[src/rtl/johnson_seq_ctrl.sv]
// Command-driven Johnson counter sequencer.
// Supports CLEAR/LOAD/RUN commands, step runs, abort, phase decode and a sticky error.
module johnson_seq_ctrl #(
    parameter int N     = 8,
    parameter int CNT_W = 16,
    parameter int PH_W  = $clog2(2*N)
) (
    input  logic             clk,
    input  logic             rst,
    input  logic             cmd_valid,
    output logic             cmd_ready,
    input  logic [1:0]       cmd_op,
    input  logic             cmd_dir,
    input  logic [N-1:0]     cmd_data,
    input  logic [CNT_W-1:0] cmd_steps,
    input  logic             abort,
    output logic [N-1:0]     jc_q,
    output logic [PH_W-1:0]  phase,
    output logic             busy,
    output logic             done,
    output logic             err
);

    typedef enum logic {
        S_IDLE,
        S_RUN
    } state_t;

    state_t           state_q;
    logic             dir_q;
    logic [CNT_W-1:0] rem_q;
    logic             done_q;
    logic             err_q;

    logic [PH_W:0]    jc_dec;
    logic [PH_W:0]    data_dec;
    logic [N-1:0]     step_d;

    // Returns {legal, phase}; illegal patterns decode to {0, 0}.
    function automatic logic [PH_W:0] decode(input logic [N-1:0] p);
        logic [N-1:0] ones;
        logic [PH_W:0] r;
        ones = '1;
        r    = '0;
        for (int k = 0; k <= N; k++) begin
            if (p == ~(ones >> k))
                r = {1'b1, PH_W'(k)};
        end
        for (int k = 1; k < N; k++) begin
            if (p == (ones >> (N - k)))
                r = {1'b1, PH_W'(2*N - k)};
        end
        return r;
    endfunction

    assign jc_dec   = decode(jc_q);
    assign data_dec = decode(cmd_data);
    assign phase    = jc_dec[PH_W-1:0];

    assign step_d = dir_q ? {jc_q[N-2:0], ~jc_q[N-1]}
                          : {~jc_q[0], jc_q[N-1:1]};

    assign cmd_ready = (state_q == S_IDLE);
    assign busy      = (state_q == S_RUN);
    assign done      = done_q;
    assign err       = err_q;

    always_ff @(posedge clk) begin
        if (rst) begin
            state_q <= S_IDLE;
            jc_q    <= '0;
            dir_q   <= 1'b0;
            rem_q   <= '0;
            done_q  <= 1'b0;
            err_q   <= 1'b0;
        end else begin
            done_q <= 1'b0;
            unique case (state_q)
                S_IDLE: begin
                    if (cmd_valid) begin
                        unique case (cmd_op)
                            2'b00: begin
                                jc_q  <= '0;
                                err_q <= 1'b0;
                            end
                            2'b01: begin
                                if (data_dec[PH_W])
                                    jc_q <= cmd_data;
                                else
                                    err_q <= 1'b1;
                            end
                            2'b10: begin
                                if (cmd_steps == '0) begin
                                    done_q <= 1'b1;
                                end else begin
                                    state_q <= S_RUN;
                                    rem_q   <= cmd_steps;
                                    dir_q   <= cmd_dir;
                                end
                            end
                            2'b11: err_q <= 1'b1;
                        endcase
                    end
                end
                S_RUN: begin
                    // Abort wins over the step scheduled for this edge.
                    if (abort) begin
                        state_q <= S_IDLE;
                    end else begin
                        jc_q  <= step_d;
                        rem_q <= rem_q - CNT_W'(1);
                        if (rem_q == CNT_W'(1)) begin
                            state_q <= S_IDLE;
                            done_q  <= 1'b1;
                        end
                    end
                end
            endcase
        end
    end

endmodule

[config.mk]
export PLATFORM = sky130hd
export DESIGN_NAME = johnson_seq_ctrl
export DESIGN_NICKNAME = d
export VERILOG_FILES = /design/src/rtl/johnson_seq_ctrl.sv
export SDC_FILE = /design/constraint.sdc
export NUM_CORES = 1
export LEC_CHECK = 0
export CAP_MARGIN = 15
export CORE_UTILIZATION = 38
export DETAILED_ROUTE_END_ITERATION = 7
export MAX_ROUTING_LAYER = met4
export SYNTH_ARGS = -nofsm -noshare
export SYNTH_HDL_FRONTEND = slang
export SYNTH_SLANG_ARGS = --single-unit
[constraint.sdc]
create_clock -name clk -period 2.5 [get_ports clk]
set_input_delay 0.625 -clock clk [delete_from_list [all_inputs] [get_ports clk]]
set_output_delay 0.625 -clock clk [all_outputs]
set_load 0.01 [all_outputs]
## Word level (Yosys, flattened, before mapping)

Cells that the tools add are included.

| cells by class | value |
|---|---|
| muxes and demuxes | 56 |
| $add $sub $neg | 1 |
| bitwise logic cells | 4 |
| multipliers | 0 |
| equal/unequal tests | 41 |
| reduce and logical (&&, ||, !) cells | 8 |
| div/mod/pow operators | 0 |
| magnitude comparators | 0 |
| shifts and indexed selects | 0 |

Operator list:

| operator | number |
|---|---|
| $eq 8x8->1 const B | 16 |
| $mux 5 | 16 |
| $mux 16 | 4 |
| $mux 4 | 15 |
| $mux 8 | 4 |
| $pmux 16 s2 | 1 |
| $pmux 8 s2 | 2 |
| $eq 16x1->1 const B | 1 |
| $eq 8x1->1 const B | 2 |
| $eq 8x2->1 const B | 2 |
| $eq 8x3->1 const B | 2 |
| $eq 8x4->1 const B | 2 |
| $eq 8x5->1 const B | 2 |
| $eq 8x6->1 const B | 2 |
| $eq 8x7->1 const B | 2 |
| $logic_not 16->1 | 1 |
| $reduce_and 4->1 | 4 |
| $sub 16x1->16 const B | 1 |
| $mux 1 | 11 |
| $logic_not 8->1 | 1 |
| $ne 2x2->1 const B | 4 |
| $eq 2x2->1 const B | 2 |
| $not 1->1 | 4 |
| $pmux 1 s2 | 2 |
| 7 further kinds | 7 |

| word-level totals | value |
|---|---|
| word-level logic and storage cells | 116 |
| bits in writable memories | 0 |
| memories kept | 0 |
| input port bits | 31 |
| register bits after elaboration | 28 |
| output and inout port bits | 16 |
| latch bits | 0 |
| ROM bits | 0 |

## Depth between registers and ports, before layout

Gate-level depths: netlist of the first run.

| logic depth | value |
|---|---|
| depth after elaboration | 21 |
| gate-level depth with buffers | 7 |
| gate-level depth less buffers | 7 |

## Worst setup path before layout of the first run

Ideal clock, no wire load.

| path | value |
|---|---|
| path type | reg-to-output |
| start point | register jc_q[7] |
| end point | output phase[0] |
| stages on the path, launching flop included | 6 |
| slack | 242 ps |
| path buffers | 1 |
| arrival time | 1,633 ps |
| data required time | 1,875 ps |
| path through | dfxtp_1 > clkbuf_1 > or4b_1 > a2111oi_0 > a31oi_1 > a32oi_1 |

| between the ends | value |
|---|---|
| word-level cells in the longest chain between the ends | 16 |
| elaborated cells between the ends (all ways) | 30 |
| classes of those cells | 15 x eq/ne; 15 x mux |

Ends and longest elaborated chain:

| item | line | text |
|---|---|---|
| start: declaration | 17 | `output logic [N-1:0] jc_q,` |
| start signal: assignment | 88 | `jc_q <= cmd_data;` |
| start signal: assignment | 110 | `jc_q <= step_d;` |
| $eq 8x8->1 | 46 | `if (p == ~(ones >> k))` |
| $mux 4 (8 in a row) | 46 |  |
| $mux 4 (6 in a row) | 50 | `if (p == (ones >> (N - k)))` |
| $mux 4 (*) | 50 |  |
| end: declaration | 18 | `output logic [PH_W-1:0] phase,` |

Every way passes the cells marked *; elsewhere a longest branch is shown, timed or not.

## Final worst setup path of the first run

| path | value |
|---|---|
| start point | register jc_q[0] |
| end point | output phase[0] |

Same word-level chain as after synthesis.

==> results.txt, run 1 <==
----------------------------------------------------
[STA]
  Final min period ... 2.45 ns
  Clock Skew ... around 0.005 ns
  Post-route fraction of the period consumed by the critical path ... 0.979
  Max Clock Freq ... 0.409 GHz
  Relative max-transition margin ... 0.679
  Setup slack of the critical path after layout ... 0.0530 ns
  Final Hold Slack ... 0.488 ns
  Actual slew at the worst max-slew pin ... slightly below 0.5 ns
  Sum of negative setup slack ... 0 ns
  Setup repair after global routing missed its margin ... yes
  Final setup vio count ... 0
  Total count of hold-check failures in the final report ... 0
  Final-report max-slew violation count ... 0

[Clock network]
  CTS Root Cell ... clkbuf_8
  Clock tree from TritonCTS ... done
  Maximum buffer depth of the clock tree ... 2
  Latest clock arrival within the worst-skew pair ... 0.28 ns
  Total CTS buffers ... 3
  Clock-pin slew reported for the worst setup and hold paths after clock tree synthesis ... 0.10 ns
  Clock sinks ... 28
  H-tree level count ... 1

[Finish]
  Share of layout cells above drive strength 1 ... 0.205
  Most used cells in the layout excluding fill and tap cells ... clkdlybuf4s50_1, a21oi_1, nor2_1
  Most common library cell in the layout ignoring fill and taps ... clkdlybuf4s50_1
  Final design area excluding fillers ... 0.00293 mm^2
  Diode insertion count for antenna repair ... 0
  Fillers ... between 400 and 500
  Final #Nets ... 385
  Layout overhead on the synthesized area ... 39.3%

[Worst setup path]
  Worst Path Buf+Inv ... 5
  Slowest CP cell ... dfxtp_2
  Data required time of the worst path ... ~1.9 ns
  Crit end category ... primary output
  Endpoint arrival time on the critical path ... between 1.5 and 2 ns
  CP peak stage delay ... 0.34 ns
  Kind of start point of the critical path ... flip-flop
  Dominant delay contributor by cell family on the critical path ... buffers and inverters
  Biggest fanout along the worst timing path ... 6
  Critical path class ... reg2out
  Cell type with the highest occurrence count on the critical path ... buf_4
  CP cell instances ... buf_4 > and3_1 > nand3_2 > nor3_2 > buf_4 > buf_4 > buf_4 > a32oi_1 > buf_2

[GRT]
  Vias in the first global route ... 2122
  Antenna violations before repair ... 0
  Wire length of the first global-routing pass ... between 9000 and 10000 um
  Congestion Overflow GR ... 0
  GRT Overall Usage ... 0.213
  Pin count of the biggest net entering global routing ... 38

[Drt]
  Detail-routed net length per standard cell ... approximately 14 um
  Total detailed-routing wirelength ... 5910 um
  Remaining design rule violation count ... 0
  Post-route ant nets ... 0
  Starting DRC count in detailed routing ... 104
  Via count ... between 2000 and 2500
  Via-to-Cell Ratio ... 5.43
  Detailed-routing iteration count for the pre-antenna-repair pass ... 4

[Place]
  Gpl congestion ... 0.862
  Detailed placer's ending HPWL ... 4200 um
  Place WS ... -0.157 ns
  Dpl cell area ... around 0.0028 mm^2
  Number of I/O port buffers ... 46

[Yosys]
  Post-synth EDFFs ... 0
  Post-synthesis average cell area ... 7.29 um^2
  Yosys Warn Count ... 0
  Proportion of synthesized chip area in sequential cells ... 0.266
  Count of mapped cells out of synthesis ... 289
  Number of unique standard cell types used by synthesis ... 54
  Proportion of register bits with asynchronous set or reset after synthesis ... 0
  Netlist area before placement ... 0.00211 mm^2
  Top FF cell, synth ... dfxtp_1
  Register bit total from synthesis ... 28
  Nets in the synthesized netlist ... 322

[Power and ir drop]
  Pwr per Cell Area ... 380 mW/mm^2
  Static power due to leakage ... approximately 1.1 nW
  IR Drop Worst-Case VDD ... 0.332 mV

[Job]
  Number of max-cap violations ... 0

[Floorplanning]
  Number of primary I/O pins ... 47
  Standard-cell rows ... 26
  Starting Density ... 0.402
  Die width ... 76.4 um
  Total Die Area ... 0.00584 mm^2
  Core ar. ... 0.00524 mm^2
  Vertical extent of the die ... 76.4 um

[Status]
  Status ... completed

[Hold path]
  Tightest Hold Check Type ... reg2reg

----------------------------------------------------
-- sequential cells by signal, indices dropped and copies added (netlist names) --
register / count
err: 1
busy: 1
jc_q: 8
dir_q: 1
done: 1
rem_q: 16
-- layer usage --
metal	vias to the layer above	routed length, um	GRT usage
met4	0	31	0.0308
met2	66	2830	0.355
li1	1167	-	-
met1	1050	2740	0.276
met3	4	309	0.0335
met5	-	0	-
-- cell families after synthesis --
group,Yosys count,synth area share
adder cells (fa/ha/maj),2,0.0119
AND/OR/NAND/NOR,123,0.310
buffers and inverters,28,0.0541
AO/OA/AOI/OAI,86,0.250
flip-flops,28,0.266
XOR/XNOR,2,0.00832
multiplexers,20,0.100
-- timing repair --
| action | 4_1_cts | 5_1_grt |
|---|---|---|
| pin swaps | 1 | 2 |
| hold buffers | 0 | 0 |
| resized for setup | 22 | 4 |
| endpoints found under the setup margin | 4 | 3 |
| buffers inserted | 3 | 0 |
-- Yosys cell counts, drive strengths merged, types with 2 or more instances --
library cell | instances | share of area
or3 | 2 | 0.0059
o211ai | 2 | 0.0071
buf | 10 | 0.022
or4 | 3 | 0.012
a21o | 7 | 0.025
mux2i | 11 | 0.052
or4b | 2 | 0.011
nand2 | 24 | 0.043
o32ai | 2 | 0.0083
inv | 8 | 0.014
a211o | 2 | 0.0083
nand4 | 3 | 0.0089
nor3 | 12 | 0.039
nor4 | 7 | 0.021
nand3 | 10 | 0.024
a31oi | 2 | 0.0059
a21oi | 38 | 0.096
or2 | 6 | 0.018
nand2b | 3 | 0.0089
nor2 | 34 | 0.064
ha | 2 | 0.012
mux2 | 9 | 0.048
nor2b | 11 | 0.033
xor2 | 2 | 0.0083
o21ai | 20 | 0.048
clkbuf | 10 | 0.018
dfxtp | 28 | 0.27
-- worst min-delay path: cells and delay by family, from the launching register on --
| family | cells | cell delay, ns |
|---|---|---|
| flops | 1 | 0.34 |
| compound gates | 1 | 0.05 |
| simple gates | 1 | 0.06 |
-- power breakdown --
group	internal, mW	switching (mW)	total [mW]
registers	0.464	0.0206	0.484
logic	0.170	0.172	0.343
clock network	0.141	0.145	0.286
total	0.775	0.338	1.11
-- stage by stage --
step,std cells,utilization,power [mW]
3_5_place_dp,414,0.538,0.834
4_1_cts,421,0.555,1.12
6_report,421,0.560,1.11
3_3_place_gp,414,0.538,0.834
5_1_grt,421,0.560,1.18
2_1_floorplan,289,-,0.689
-- final cells by class --
type | instances | area, um^2 | area share
tap | 70 | 87.6 | 0.0299
multi-input combinational | 233 | 1490 | 0.507
timing repair buffer | 78 | 709 | 0.242
sequential | 28 | 563 | 0.192
clock buffer | 4 | 55.1 | 0.0188
inverter | 8 | 30.0 | 0.0102
-- final timing paths --
check | depth (start not counted) | endpoint | start | slack, ns
worst max-delay path | 9 | phase[0] | jc_q[0] | 0.05
worst min-delay path | 2 | rem_q[1] | rem_q[1] | 0.49
worst min register to register | 2 | rem_q[1] | rem_q[1] | 0.49
worst max register to register | 7 | rem_q[8] | rem_q[0] | 0.57
No activity file was read; power rests on OpenSTA's default activity.
==> run 2, diff against run 1 <==
- TNS_END_PERCENT: not set -> 100
- clock period: 2.5 -> 3.1 ns (I/O delays scaled with it)
==> results.txt, run 2 (synthesized netlist as in run 1, its figures left out) <==
----------------------------------------------------
[Status]
  Status ... completed

[Clock network]
  CTS Root Cell ... clkbuf_8
  H-tree level count ... 1 (unchanged)
  Quantity of hold-fixing buffers added after cts ... 0 (unchanged)
  Maximum buffer depth of the clock tree ... 2 (unchanged)
  Count of buffers added by post-CTS timing repair for setup ... 0 (-3)
  Total CTS buffers ... 3 (unchanged)
  Latest clock arrival within the worst-skew pair ... 0.28 ns (about the same)
  Clock-pin slew reported for the worst setup and hold paths after clock tree synthesis ... 0.10 ns (about the same)
  Clock sinks ... 28 (unchanged)
  Clock tree from TritonCTS ... done

[Drt]
  Detail-routed net length per standard cell ... 14.0 um (-0.29%)
  Remaining design rule violation count ... 0 (unchanged)
  Starting DRC count in detailed routing ... 174 (+67%)
  Total detailed-routing wirelength ... 5600 um (-5.3%)
  Via count ... 2221 (-2.9%)
  Via-to-Cell Ratio ... 5.55 (+2.2%)
  Detailed-routing iteration count for the pre-antenna-repair pass ... 4 (unchanged)
  Post-route ant nets ... 0 (unchanged)

[STA]
  Clock Skew ... 0.00213 ns (-0.00278 ns)
  Final setup vio count ... 0 (unchanged)
  Final min period ... ~2.9 ns
  Max Clock Freq ... 0.350 GHz
  Actual slew at the worst max-slew pin ... 0.824 ns (+0.343 ns)
  Final-report max-slew violation count ... 0 (unchanged)
  Post-route fraction of the period consumed by the critical path ... 0.920
  Final Hold Slack ... 0.485 ns (-0.00334 ns)
  Setup repair after global routing missed its margin ... no
  Relative max-transition margin ... 0.449 (-0.230)
  Total count of hold-check failures in the final report ... 0 (unchanged)
  Sum of negative setup slack ... 0 ns (unchanged)

[Finish]
  Biggest registers after layout ... rem_q (16), jc_q (8)
  Largest register by flop count ... rem_q
  Layout overhead on the synthesized area ... 29.4%
  Share of layout cells above drive strength 1 ... 0.127 (-0.0779)
  Final design area excluding fillers ... 0.00273 mm^2 (-7.1%)
  Final Non-Filler Cells ... 400 (-5.0%)
  Most common library cell in the layout ignoring fill and taps ... clkdlybuf4s50_1
  Most used cells in the layout excluding fill and tap cells ... clkdlybuf4s50_1, a21oi_1, nor2_1
  Final #Nets ... 364 (-5.5%)
  Max reg flops ... 16 (unchanged)
  Fillers ... 545 (+10%)
  Diode insertion count for antenna repair ... 0 (unchanged)

[Place]
  Dpl cell area ... 0.00267 mm^2 (-5.2%)
  Gpl congestion ... 0.867 (+0.63%)
  Detailed placer's ending HPWL ... 4210 um (+0.28%)
  Number of cells after detailed placement ... 396 (-4.3%)
  Number of I/O port buffers ... 46 (unchanged)

[Hold path]
  Tightest Hold Check Type ... reg2reg

[Floorplanning]
  Total Die Area ... 0.00584 mm^2 (unchanged)
  Core ar. ... 0.00524 mm^2 (unchanged)
  Die width ... 76.4 um (unchanged)
  Starting Density ... 0.402 (unchanged)
  Vertical extent of the die ... 76.4 um (unchanged)
  Number of primary I/O pins ... 47 (unchanged)
  Standard-cell rows ... 26 (unchanged)

[Worst setup path]
  Crit end category ... primary output
  Endpoint arrival time on the critical path ... 2.08 ns (+0.26 ns)
  Data required time of the worst path ... 2.32 ns (+0.44 ns)
  FF-to-FF Start ... rem_q[9]
  Critical path class ... reg2out
  Endpoint of the most critical register-to-register path ... done
  Startpoint of the worst setup timing path ... jc_q[7]
  Critical path depth in cells ... 4 (-5)
  Depth of the most critical reg-to-reg path ... 5 (-2)
  CP peak stage delay ... 0.57 ns (+0.23 ns)
  Setup crit end ... phase[3]
  Worst Path Buf+Inv ... 1 (-4)
  Biggest fanout along the worst timing path ... 10 (+4)
  Kind of start point of the critical path ... flip-flop
  Slowest CP cell ... or4b_1
  R2R Setup Slk ... 1.18 ns (+0.61 ns)
  Dominant delay contributor by cell family on the critical path ... simple AND/OR/NAND/NOR gates
  CP cell instances ... or4b_1 > or3b_2 > o21ai_0 > dlygate4sd2_1

[GRT]
  Congestion Overflow GR ... 0 (unchanged)
  Antenna violations before repair ... 0 (unchanged)
  Pin count of the biggest net entering global routing ... 34 (-11%)
  GRT Overall Usage ... 0.204 (-0.00916)
  Vias in the first global route ... 1998 (-5.8%)
  Wire length of the first global-routing pass ... 9630 um (-3.7%)

[Power and ir drop]
  Pwr per Cell Area ... 324 mW/mm^2 (-15%)
  Static power due to leakage ... 0.982 nW (-11%)
  IR Drop Worst-Case VDD ... 0.162 mV (-51%)

[Job]
  Number of max-cap violations ... 0 (unchanged)

----------------------------------------------------
-- run 2: cell types whose count changed in the layout (fill, tap and decap cells not counted), sizes merged --
cell,before,now
buf,35,11
clkdlybuf4s50,42,43
dlygate4sd2,1,3
-- run 2: layer usage --
layer  part of all wire  vias up  wire length, um  track usage
met2               0.48       45             2680        0.330
met1               0.48     1041             2710        0.276
met5                  0        -                0            -
met3              0.030        4              170       0.0216
li1                   -     1131                -            -
met4             0.0057        0               32       0.0346
-- run 2: tightest hold or removal path, stage by stage, from the launching register on --
cell     delay [ns]
dfxtp_1        0.34
nand2_1        0.06
a21oi_1        0.05
-- run 2: repair_timing --
item                       4_1_cts  5_1_grt
setup endpoints to repair        3        1
pin swaps                        0        0
gates resized for setup          6        1
-- run 2: worst min path at each step --
stage          cells past startpoint  slack [ns]        end       from
5_1_grt                            2        0.52  rem_q[14]  rem_q[14]
4_1_cts                            2        0.49   rem_q[1]   rem_q[1]
2_1_floorplan                      2        0.45   rem_q[1]   rem_q[1]
6_report                           2        0.49   rem_q[1]   rem_q[1]
3_3_place_gp                       2        0.47   rem_q[1]   rem_q[1]
3_5_place_dp                       2        0.47   rem_q[1]   rem_q[1]
-- run 2: area by class of cell --
cell class,instances,area (um^2),area share
Tap cell,70,87.6,0.0321
Multi-Input combinational cell,233,1440,0.527
Sequential cell,28,564,0.207
Inverter,8,30.0,0.0110
Timing Repair Buffer,57,552,0.202
Clock buffer,4,55.1,0.0202
-- run 2: per-stage QoR --
step | setup WS [ns] | utilization | power (mW)
floorplan | 0.692 | - | 0.556
global placement | 0.280 | 0.510 | 0.658
detailed placement | 0.228 | 0.510 | 0.658
CTS | 0.158 | 0.520 | 0.894
global route | 0.0844 | 0.520 | 0.943
finish | 0.247 | 0.520 | 0.884
-- run 2: power breakdown --
group          internal, mW  switching, mW
sequential            0.374         0.0185
combinational         0.124          0.133
clock                 0.114          0.120
==> run 3, diff against run 2 <==
- CTS_CLUSTER_DIAMETER: not set -> 80
==> results of run 3 <==
Final layout, timing and power as in run 2 (identical DEF).
==> RTL edit 1 (config.mk and constraints of run 1) <==
Register the output `err` once more, cleared by the reset; this adds one clock of latency there. The other outputs are not delayed to match.
--- a/src/rtl/johnson_seq_ctrl.sv
+++ b/src/rtl/johnson_seq_ctrl.sv
@@ -63,7 +63,13 @@
     assign cmd_ready = (state_q == S_IDLE);
     assign busy      = (state_q == S_RUN);
     assign done      = done_q;
-    assign err       = err_q;
+    always_ff @(posedge clk) begin
+        if (rst) begin
+            err <= '0;
+        end else begin
+            err <= err_q;
+        end
+    end
 
     always_ff @(posedge clk) begin
         if (rst) begin
Function: changed (a bounded check fails within 4 cycles, from zero or initial values and one cycle with rst high).
==> RTL edit 1 against run 1 <==
Cell count down 0.71%. Synthesized area is 1.3% lower. Highest routed layer unchanged. Synthesized cell count fell by 3.5%. Sequential cell count is 1 higher. Cell area rose by 0.26%. Largest cell class unchanged. Critical endpoint is now rem_q[9]. Die area down 1.3%. Sequential power increased by 9.7%. Utilization grew 0.85 points. Global-route usage up 0.63 points. Routed wire length is 0.25% higher. Total power is 30% higher. Setup slack improved by 0.027 ns. Clock skew grew 0.0062 ns.
==> RTL edit 1: results (changes against run 1) <==
buffers_excl_clock: 81  # +3.8%
drive_gt1_share_pct: 18.7  # -1.8 points
fin_nets: 380  # -1.3%
comb_power_uw: 414  # +21%
synth_area_leaders: "dfxtp_1 28%, a21oi_1 8.9%, nor2_1 6.3%"
clk-power_uw: 499  # +74%
placed_area_sq_um: 2790  # -1.0%
grt_pass1_wl_mm: 10.1  # +0.62%
syn_nets: 312  # -3.1%
wl_met2_mm: 2.67  # -5.8%
p_leak_nw: 1.10  # -0.33%
use_met3_pct: 5.66  # +2.3 points
place_inst: 410  # -0.97%
via_per_inst: 5.52  # +1.6%
routed_wl_mm: 5.93  # +0.25%
worst_path_largest_cell_delay_ns: 0.58  # +0.24 ns
grt_usage_pct: 21.9  # +0.63 points
cp_slowest_cell: "or4_4"
crit_path_max_fanout: 17  # +11
netlist_instances: 279  # -3.5%
multi_input_area_share_pct: 47.7  # -3.1 points
first_iter_violations: 166  # +60%
wl_met3_um: 262  # -15%
cts_setup_buffers: 0  # -3
ys_seq_area_share_pct: 27.9  # +1.3 points
seq_area_sq_um: 587  # +4.2%
wl_met1_mm: 2.94  # +7.2%
h-tree-depth: 2  # +1
p_per_area_nw_per_um2: 491  # +29%
status: "completed"
final-clk-cell-share_pct: 3.96  # +2.1 points
num_vias: 2306  # +0.83%
die_area_sq_um: 5770  # -1.3%
grt_pass1_vias: 2165  # +2.0%
cp_top_family: "simple AND/OR/NAND/NOR gates"
multiInputCombCellCount: 225  # -3.4%
gp_congestion: 0.828  # -4.0%
clock_buffers: 7  # +3
area_growth_pct: 41.5
use_met2_pct: 32.8  # -2.7 points
dp_hpwl_mm: 4.29  # +2.2%
non_clock_inverter_count: 5  # -3
ys_types: 53  # -1.9%
slew_headroom_pct: 68.4  # +0.57 points
worst_ir_drop_vdd_mv: 0.428  # +29%
fill_cells: 489  # -1.2%
buf_share_pct: 24.8  # +0.62 points
finClkSkew_ns: 0.0111  # +0.00622 ns
use_met1_pct: 29.7  # +2.1 points
ys_ff_latch: 29  # +3.6%
==> RTL edit 1: cell types whose count changed in the layout (fill, tap and decap cells not counted), sizes merged, moves of 4 or more <==
cell,delta
mux2,-8
nor2b,-5
nand3,-4
or2,-6
nor3,-7
a21o,-7
nand2,+6
a211oi,+10
==> RTL edit 1: logic make-up (layout without fill, tap and decap cells) <==
logic type | Yosys count | count (layout) | share of synthesized area [%]
AOI/OAI and AO/OA | 100 | 100 | 32.8
xor gates and xnor gates | 2 | 2 | 0.843
adders and majority gates | 2 | 2 | 1.20
buffers and inverters | 25 | 94 | 5.78
DFF | 29 | 29 | 27.9
muxes | 10 | 10 | 4.88
and+or+nand+nor | 111 | 111 | 26.6
==> RTL edit 1: worst paths after layout <==
check | start | end | slack (ns) | depth (start not counted)
worst max-delay path | cmd_steps[11] | rem_q[9] | 0.08 | 8
worst min-delay path | rem_q[4] | rem_q[4] | 0.47 | 2
worst max register to register | rem_q[9] | done | 0.40 | 6
worst min register to register | rem_q[4] | rem_q[4] | 0.47 | 2
==> RTL edit 2 (config.mk and constraints of run 1) <==
Made on the original files. The parameter `CNT_W` goes from 16 to 32.
--- a/src/rtl/johnson_seq_ctrl.sv
+++ b/src/rtl/johnson_seq_ctrl.sv
@@ -2,7 +2,7 @@
 // Supports CLEAR/LOAD/RUN commands, step runs, abort, phase decode and a sticky error.
 module johnson_seq_ctrl #(
     parameter int N     = 8,
-    parameter int CNT_W = 16,
+    parameter int CNT_W = 32,
     parameter int PH_W  = $clog2(2*N)
 ) (
     input  logic             clk,
Ports: changed (resized cmd_steps); port bits go from 47 to 63. The function was not compared with the original's and may differ.
==> RTL edit 2 against run 1 <==
Synthesized area increased by 60%. Worst hold slack got worse by 0.014 ns. Non-clock buffer count increased by 50. Clock skew increased by 0.00089 ns. Sequential cell count increased by 16. Die area increased by 58%. Total power increased by 83%. Cell count increased by 53%. Global-route usage increased by 3.9 points. Setup slack improved by 0.12 ns. Cell area increased by 56%. Routed wire length increased by 84%. Critical path type unchanged. Largest cell class unchanged.
==> RTL edit 2: results (changes against run 1) <==
status: "completed"
num_vias: 3878  # +70%
p_seq_share_pct: 39.0  # -4.5 points
finClkSkew_ns: 0.00579  # +0.000888 ns
synthTopCellsByCount: "44 x dfxtp_1, 40 x a21oi_1, 40 x nand2_1, 32 x nor2_1, 29 x clkbuf_1"
synth_edf_count: 0  # unchanged
fin_nets: 585  # +52%
use_met2_pct: 41.2  # +5.7 points
hold_start: "rem_q[27]"
worst_ir_drop_vdd_mv: 0.286  # -14%
cts_setup_buffers: 0  # -3
drive_gt1_share_pct: 20.7  # +0.16 points
swShare_pct: 35.0  # +4.6 points
post-place-ws_ns: -0.121  # +0.0350 ns
syn_nets: 492  # +53%
use_met3_pct: 3.24  # -0.11 points
r2r_slack_ns: 0.33  # -0.24 ns
clkLatencyLatePin_ns: 0.30  # +0.02 ns
stdcell_count: 645  # +53%
dp_hpwl_mm: 7.85  # +87%
holdPathEnd: "rem_q[27]"
top_regs: "rem_q: 32 flops, jc_q: 8 flops"
grt_pass1_wl_mm: 17.5  # +75%
largest_reg_flops: 32  # +16
synth_compound_area_share_pct: 32.9  # +8.0 points
hold_slack_ns: 0.474  # -0.0141 ns
tightestPinTransition_ns: 0.547  # +0.0662 ns
synth-xor-area-share_pct: 0.260  # -0.57 points
portBuffers: 62  # +35%
synth_mux_area_share_pct: 3.97  # -6.1 points
use_met1_pct: 32.3  # +4.7 points
grt_pass1_vias: 3578  # +69%
synthAdderAreaFrac_pct: 0.742  # -0.45 points
p_sw_uw: 712  # +110%
first_iter_violations: 199  # +91%
wl_met3_um: 756  # +140%
comb_power_uw: 758  # +120%
cp_top_family: "simple AND/OR/NAND/NOR gates"
routed_wl_mm: 10.9  # +84%
ys_types: 67  # +24%
worst_path_largest_cell_delay_ns: 0.36  # +0.02 ns
ys_seq_area_share_pct: 26.1  # -0.51 points
grt_usage_pct: 25.1  # +3.9 points
placed_area_sq_um: 4470  # +59%
critical_path_arrival_ns: 1.70  # -0.12 ns
avgSynthCellArea_sq_um: 7.61  # +4.5%
cp_slowest_cell: "dfxtp_1"
first_pass_iters: 5  # +1
gp_congestion: 0.872  # +1.2%
place_inst: 637  # +54%
fill_cells: 845  # +71%
grt_max_degree: 47  # +24%
crit_start: "jc_q[6]"
[RTL edit 2: timing repair]
item | in CTS | in global routing
endpoints found under the setup margin | 4 | 7
gates resized for setup | 13 | 15
gates cloned | 0 | 0
endpoints found under the hold margin | 0 | 0
[RTL edit 2: how the worst max path moves through the flow]
stage	to	slack, ns	cells past startpoint
2_1_floorplan	phase[3]	0.35	5
3_3_place_gp	rem_q[13]	-0.08	8
3_5_place_dp	rem_q[16]	-0.12	8
4_1_cts	phase[0]	0.04	6
5_1_grt	phase[1]	0.02	7
6_report	phase[0]	0.18	6
[RTL edit 2: cell type report]
| type | instances | area (sq um) | area share (%) |
|---|---|---|---|
| multi-input cells | 348 | 2310 | 50.3 |
| repair buffers | 128 | 1130 | 24.7 |
| flip-flops and latches | 44 | 886 | 19.3 |
| well taps | 108 | 135 | 2.95 |
| clock buffers | 8 | 90.1 | 1.97 |
| inverters | 9 | 33.8 | 0.737 |
